$ cat src/rtl/reg_file_mp.sv
// Two-read/one-write register file with write-to-read bypass, optional zero register
// and a hardware clear sequencer that zeroes the array after reset or on request.
module reg_file_mp #(
    parameter int unsigned          DATA_W   = 32,
    parameter int unsigned          ADDR_W   = 4,
    parameter logic [DATA_W-1:0]    IDLE_VAL = {DATA_W{1'b1}},
    parameter bit                   ZERO_REG = 1'b0
) (
    input  logic              clk,
    input  logic              rst_n,
    input  logic              clr_n,
    input  logic [ADDR_W-1:0] dir_a,
    input  logic [ADDR_W-1:0] dir_b,
    input  logic              re_a_n,
    input  logic              re_b_n,
    input  logic [ADDR_W-1:0] dir_wr,
    input  logic [DATA_W-1:0] di,
    input  logic              we_n,
    output logic [DATA_W-1:0] dat_a,
    output logic [DATA_W-1:0] dat_b,
    output logic              valid_a,
    output logic              valid_b,
    output logic              ready
);

    localparam int unsigned DEPTH = 2 ** ADDR_W;

    typedef enum logic {CLEAR, RUN} state_t;

    state_t            state, state_next;
    logic [ADDR_W-1:0] clr_ptr, clr_ptr_next;
    logic [DATA_W-1:0] mem [DEPTH];

    logic              last_c;
    logic              wr_en_c;
    logic [DATA_W-1:0] rd_a_c, rd_b_c;
    logic [DATA_W-1:0] dat_a_next, dat_b_next;
    logic              valid_a_next, valid_b_next, ready_next;

    // Read mux: hard-wired zero first, then bypass of the in-flight write, then the array.
    function automatic logic [DATA_W-1:0] rd_sel(input logic [ADDR_W-1:0] dir);
        if (ZERO_REG && (dir == '0))
            return '0;
        else if (!we_n && (dir_wr == dir))
            return di;
        else
            return mem[dir];
    endfunction

    assign last_c  = (clr_ptr == ADDR_W'(DEPTH - 1));
    assign wr_en_c = (state == RUN) && !we_n && clr_n && !(ZERO_REG && (dir_wr == '0));
    assign rd_a_c  = rd_sel(dir_a);
    assign rd_b_c  = rd_sel(dir_b);

    // State register and clear pointer.
    always_ff @(posedge clk or negedge rst_n) begin
        if (!rst_n) begin
            state   <= CLEAR;
            clr_ptr <= '0;
        end else begin
            state   <= state_next;
            clr_ptr <= clr_ptr_next;
        end
    end

    // Next-state logic; the pointer wraps to 0 on the edge that clears the last entry.
    always_comb begin
        state_next   = state;
        clr_ptr_next = clr_ptr;
        case (state)
            CLEAR: begin
                clr_ptr_next = clr_ptr + ADDR_W'(1);
                if (last_c)
                    state_next = RUN;
            end
            RUN: begin
                if (!clr_n) begin
                    state_next   = CLEAR;
                    clr_ptr_next = '0;
                end
            end
            default: state_next = CLEAR;
        endcase
    end

    // Output next values; reads issued in the clear-request cycle still complete.
    always_comb begin
        dat_a_next   = IDLE_VAL;
        dat_b_next   = IDLE_VAL;
        valid_a_next = 1'b0;
        valid_b_next = 1'b0;
        ready_next   = 1'b0;
        if (state == RUN) begin
            ready_next = clr_n;
            if (!re_a_n) begin
                dat_a_next   = rd_a_c;
                valid_a_next = 1'b1;
            end
            if (!re_b_n) begin
                dat_b_next   = rd_b_c;
                valid_b_next = 1'b1;
            end
        end else begin
            ready_next = last_c;
        end
    end

    always_ff @(posedge clk or negedge rst_n) begin
        if (!rst_n) begin
            dat_a   <= IDLE_VAL;
            dat_b   <= IDLE_VAL;
            valid_a <= 1'b0;
            valid_b <= 1'b0;
            ready   <= 1'b0;
        end else begin
            dat_a   <= dat_a_next;
            dat_b   <= dat_b_next;
            valid_a <= valid_a_next;
            valid_b <= valid_b_next;
            ready   <= ready_next;
        end
    end

    // Array storage is deliberately outside reset; only the sequencer zeroes it.
    always_ff @(posedge clk) begin
        if (state == CLEAR)
            mem[clr_ptr] <= '0;
        else if (wr_en_c)
            mem[dir_wr] <= di;
    end

endmodule

$ cat config.mk
export PLATFORM = sky130hd
export DESIGN_NAME = reg_file_mp
export DESIGN_NICKNAME = d
export VERILOG_FILES = /design/src/rtl/reg_file_mp.sv
export SDC_FILE = /design/constraint.sdc
export NUM_CORES = 1
export LEC_CHECK = 0
export CORE_MARGIN = 2
export CORE_UTILIZATION = 63
export CTS_BUF_LIST = sky130_fd_sc_hd__clkbuf_4
export DETAILED_ROUTE_END_ITERATION = 16
export PLACE_DENSITY = 0.82
export SYNTH_ARGS = -nofsm -noshare
export SYNTH_HDL_FRONTEND = slang
export SYNTH_SLANG_ARGS = --single-unit
export TNS_END_PERCENT = 20
$ cat constraint.sdc
create_clock -name clk -period 4 [get_ports clk]
set_clock_uncertainty 0.2 [all_clocks]
set_input_delay 0.8 -clock clk [delete_from_list [all_inputs] [get_ports clk]]
set_output_delay 0.8 -clock clk [all_outputs]
set_load 0.1 [all_outputs]
==> flow_summary.json <==
{
  "cp_cell_sequence": "clkdlybuf4s50_1",
  "route.detailed.drc": 0,
  "hold_viol_final": 0,
  "cp_slowest_cell": "clkdlybuf4s50_1",
  "cp_top_family": "buffers and inverters",
  "p_per_area_nw_per_um2": 560.5,
  "routedWlPerCell_um": 28.87,
  "switchingPower_uw": 5318,
  "track_usage_pct": 33.28,
  "slew_viol_final": 0,
  "yosysSeqAreaShare_pct": 64.68,
  "async_reset_ff_share_pct": 12.18,
  "layout-drive-gt1-share_pct": 37.70,
  "drtIter0Drc": 2008,
  "cts.sinks": 583,
  "grt_pass1_wl_um": 107400,
  "maxCapViolCount": 0,
  "clkTransAtPathRegs_ns": 0.06,
  "grt_max_degree": 72,
  "synth_top_cells_by_count": "edfxtp_1, mux4_2, nand2_1",
  "power.share.clock_pct": 28.9,
  "cts_tree": "built",
  "synth_top_flop_cell": "edfxtp_1",
  "synth-warning-count": 0,
  "crit_fanout": 15,
  "gr-total-overflow": 0,
  "dr.pass1.iters": 6,
  "mappedNetlistArea_um2": 26640,
  "setup_slack_ns": 0.3725,
  "routed_wl_um": 70650,
  "worst_hold_slack_ns": 0.3153,
  "critPathMaxStageDelay_ns": 1.20,
  "nNetsFinal": 1845,
  "antenna_found_initial": 1,
  "portBuffers": 116,
  "hpwl_um": 43350,
  "post-place-ws_ns": 0.4961,
  "seqPwrFrac_pct": 48.7,
  "p_leak_uw": 0.01035,
  "synth_top_area_cell": "edfxtp_1",
  "ant_nets": 0,
  "cts_setup_buffers": 0,
  "routabilityCongestion": 0.8565,
  "dieArea_um2": 43950,
  "synth.avg_cell_area_um2": 16.88,
  "crit_type": "reg -> out",
  "cts_root_buf": "clkbuf_4",
  "relSlewSlack_pct": 28.27,
  "via_per_inst": 6.924,
  "setup_viol": 0,
  "status": "complete, no violations",
  "die_h_um": 209.6,
  "ioPinCount": 117,
  "vdd_drop_max_uv": 375.3,
  "rsz0062_at_grt": "no",
  "finalCritPeriodShare_pct": 90.69,
  "startpoint_type": "flip-flop",
  "clk_latency_ns": 0.90,
  "switching_share_pct": 31.10,
  "synth.distinct_cells": 36,
  "ctsResizeCount": 0,
  "fp.coreArea_um2": 41850,
  "arrival_ns": 2.63,
  "grt_pass1_vias": 17970,
  "hold_class": "in -> reg",
  "die_width_um": 209.6,
  "fin_crit_ns": 3.627,
  "num_rows": 75,
  "cts-htree-levels": 4,
  "fmax_mhz": 275.7,
  "p_int_uw": 11780,
  "final_cells": 2447,
  "fill_cells": 2454,
  "cp.required_ns": 3.00,
  "syn_to_final_growth_pct": 14.50,
  "cp-end-kind": "output port",
  "fin_setup_tns_ns": 0,
  "placed_cells": 2183,
  "syn_nets": 1629,
  "tightest_slew_ns": 1.071,
  "cts_buffer_depth": 3,
  "ys_ff_latch": 583,
  "comb_power_share_pct": 22.3,
  "synth-edff-count": 512,
  "start_util_pct": 63.66,
  "cts_buffers": 147,
  "path_buf_inv": 1,
  "synth.top_cell.area_share_pct": 57.71,
  "via_count": 16940,
  "synth_most_common_cell": "edfxtp_1",
  "synth_area_leaders": "edfxtp_1, mux4_2, dfstp_2",
  "synthCells": 1578
}
-- flip-flops by register name, summed over array words and instances, names as in the netlist --
signal and count:
mem 512, dat_a 32, valid_b 1, clr_ptr 4, dat_b 32, valid_a 1, ready 1
-- stage by stage --
step           utilization, %  power [uW]  area [um2]
6_report                72.89       17100       30510
4_1_cts                 72.88       17120       30500
3_3_place_gp            68.45       12020       28650
5_1_grt                 72.89       17730       30510
3_5_place_dp            68.45       12200       28650
2_1_floorplan               -       10770       26640
-- placed cells by master, fill, tap and decap left out, drive strengths merged --
cell type / netlist / routed
diode: 0 / 1
nand2b: 2 / 2
a32oi: 4 / 4
inv: 8 / 18
or2: 2 / 2
nor2b: 15 / 15
a21oi: 47 / 47
nor3b: 2 / 2
mux2i: 5 / 5
mux4: 192 / 192
o21ai: 56 / 56
dfrtp: 7 / 7
xor2: 8 / 8
a21bo: 2 / 2
nand2: 119 / 119
clkdlybuf4s50: 0 / 103
clkbuf: 58 / 212
nor2: 77 / 77
edfxtp: 512 / 512
o32a: 64 / 64
clkinvlp: 0 / 1
bufinv: 0 / 2
dlygate4sd3: 0 / 1
ha: 1 / 1
a21boi: 12 / 12
o22ai: 64 / 64
a31oi: 4 / 4
dfstp: 64 / 64
a211oi: 12 / 12
and2: 32 / 32
xnor2: 2 / 2
a32o: 1 / 1
mux2: 116 / 116
nand3: 7 / 7
and3b: 1 / 1
nor3: 15 / 15
buf: 67 / 88
clkinv: 0 / 37
-- kinds of logic (layout without fill, tap and decap cells) --
group,after synthesis,in the layout,synth area share [%]
compound gates,266,266,6.856
xor+xnor,10,10,0.3288
fa+ha+maj,1,1,0.04695
buf+inv,133,462,2.311
flops,583,583,64.68
mux,313,313,21.32
other cells,0,1,0
simple gates,272,272,4.461
-- area by class of cell --
type | count | area [um2] | share of cell area [%]
flip-flops and latches | 583 | 17230 | 56.48
clock inverters | 50 | 255.2 | 0.8367
inverters | 8 | 30.03 | 0.09843
repair buffers | 192 | 1794 | 5.881
multi-input cells | 862 | 8927 | 29.26
well taps | 539 | 674.4 | 2.211
clock buffers | 212 | 1592 | 5.217
diodes | 1 | 2.502 | 0.008203
-- path summary, 6_finish.rpt --
check                            from         end  slack [ns]  cells after the start
min reg2reg                clr_ptr[2]  clr_ptr[2]        0.43                      2
max                             ready       ready        0.37                      1
max reg2reg                     ready  mem[8][10]        1.23                      5
min in group asynchronous       rst_n  clr_ptr[0]        0.45                      2
min                             di[3]    dat_b[3]        0.32                      2
max in group asynchronous       rst_n     valid_a        2.53                      2
-- power groups by stage --
stage	registers (uW)	clock network [uW]	logic (uW)
global route	8420	5330	3980
global placement	8330	0	3690
detailed placement	8440	0	3760
CTS	8320	5020	3780
finish	8330	4950	3820
floorplan	8890	0	1880
-- routing by layer --
layer	part of all wire, %	GRT usage [%]
met1	35	44.46
met2	49	52.58
met3	13	8.574
met4	3.7	14.87
met5	0	0
-- repair_timing --
item | in CTS | in global routing
endpoints found under the setup margin | 0 | 0
hold buffers | 1 | 0
hold endpoints to repair | 7 | 0
Note: power is estimated with default switching activity, not from simulation.
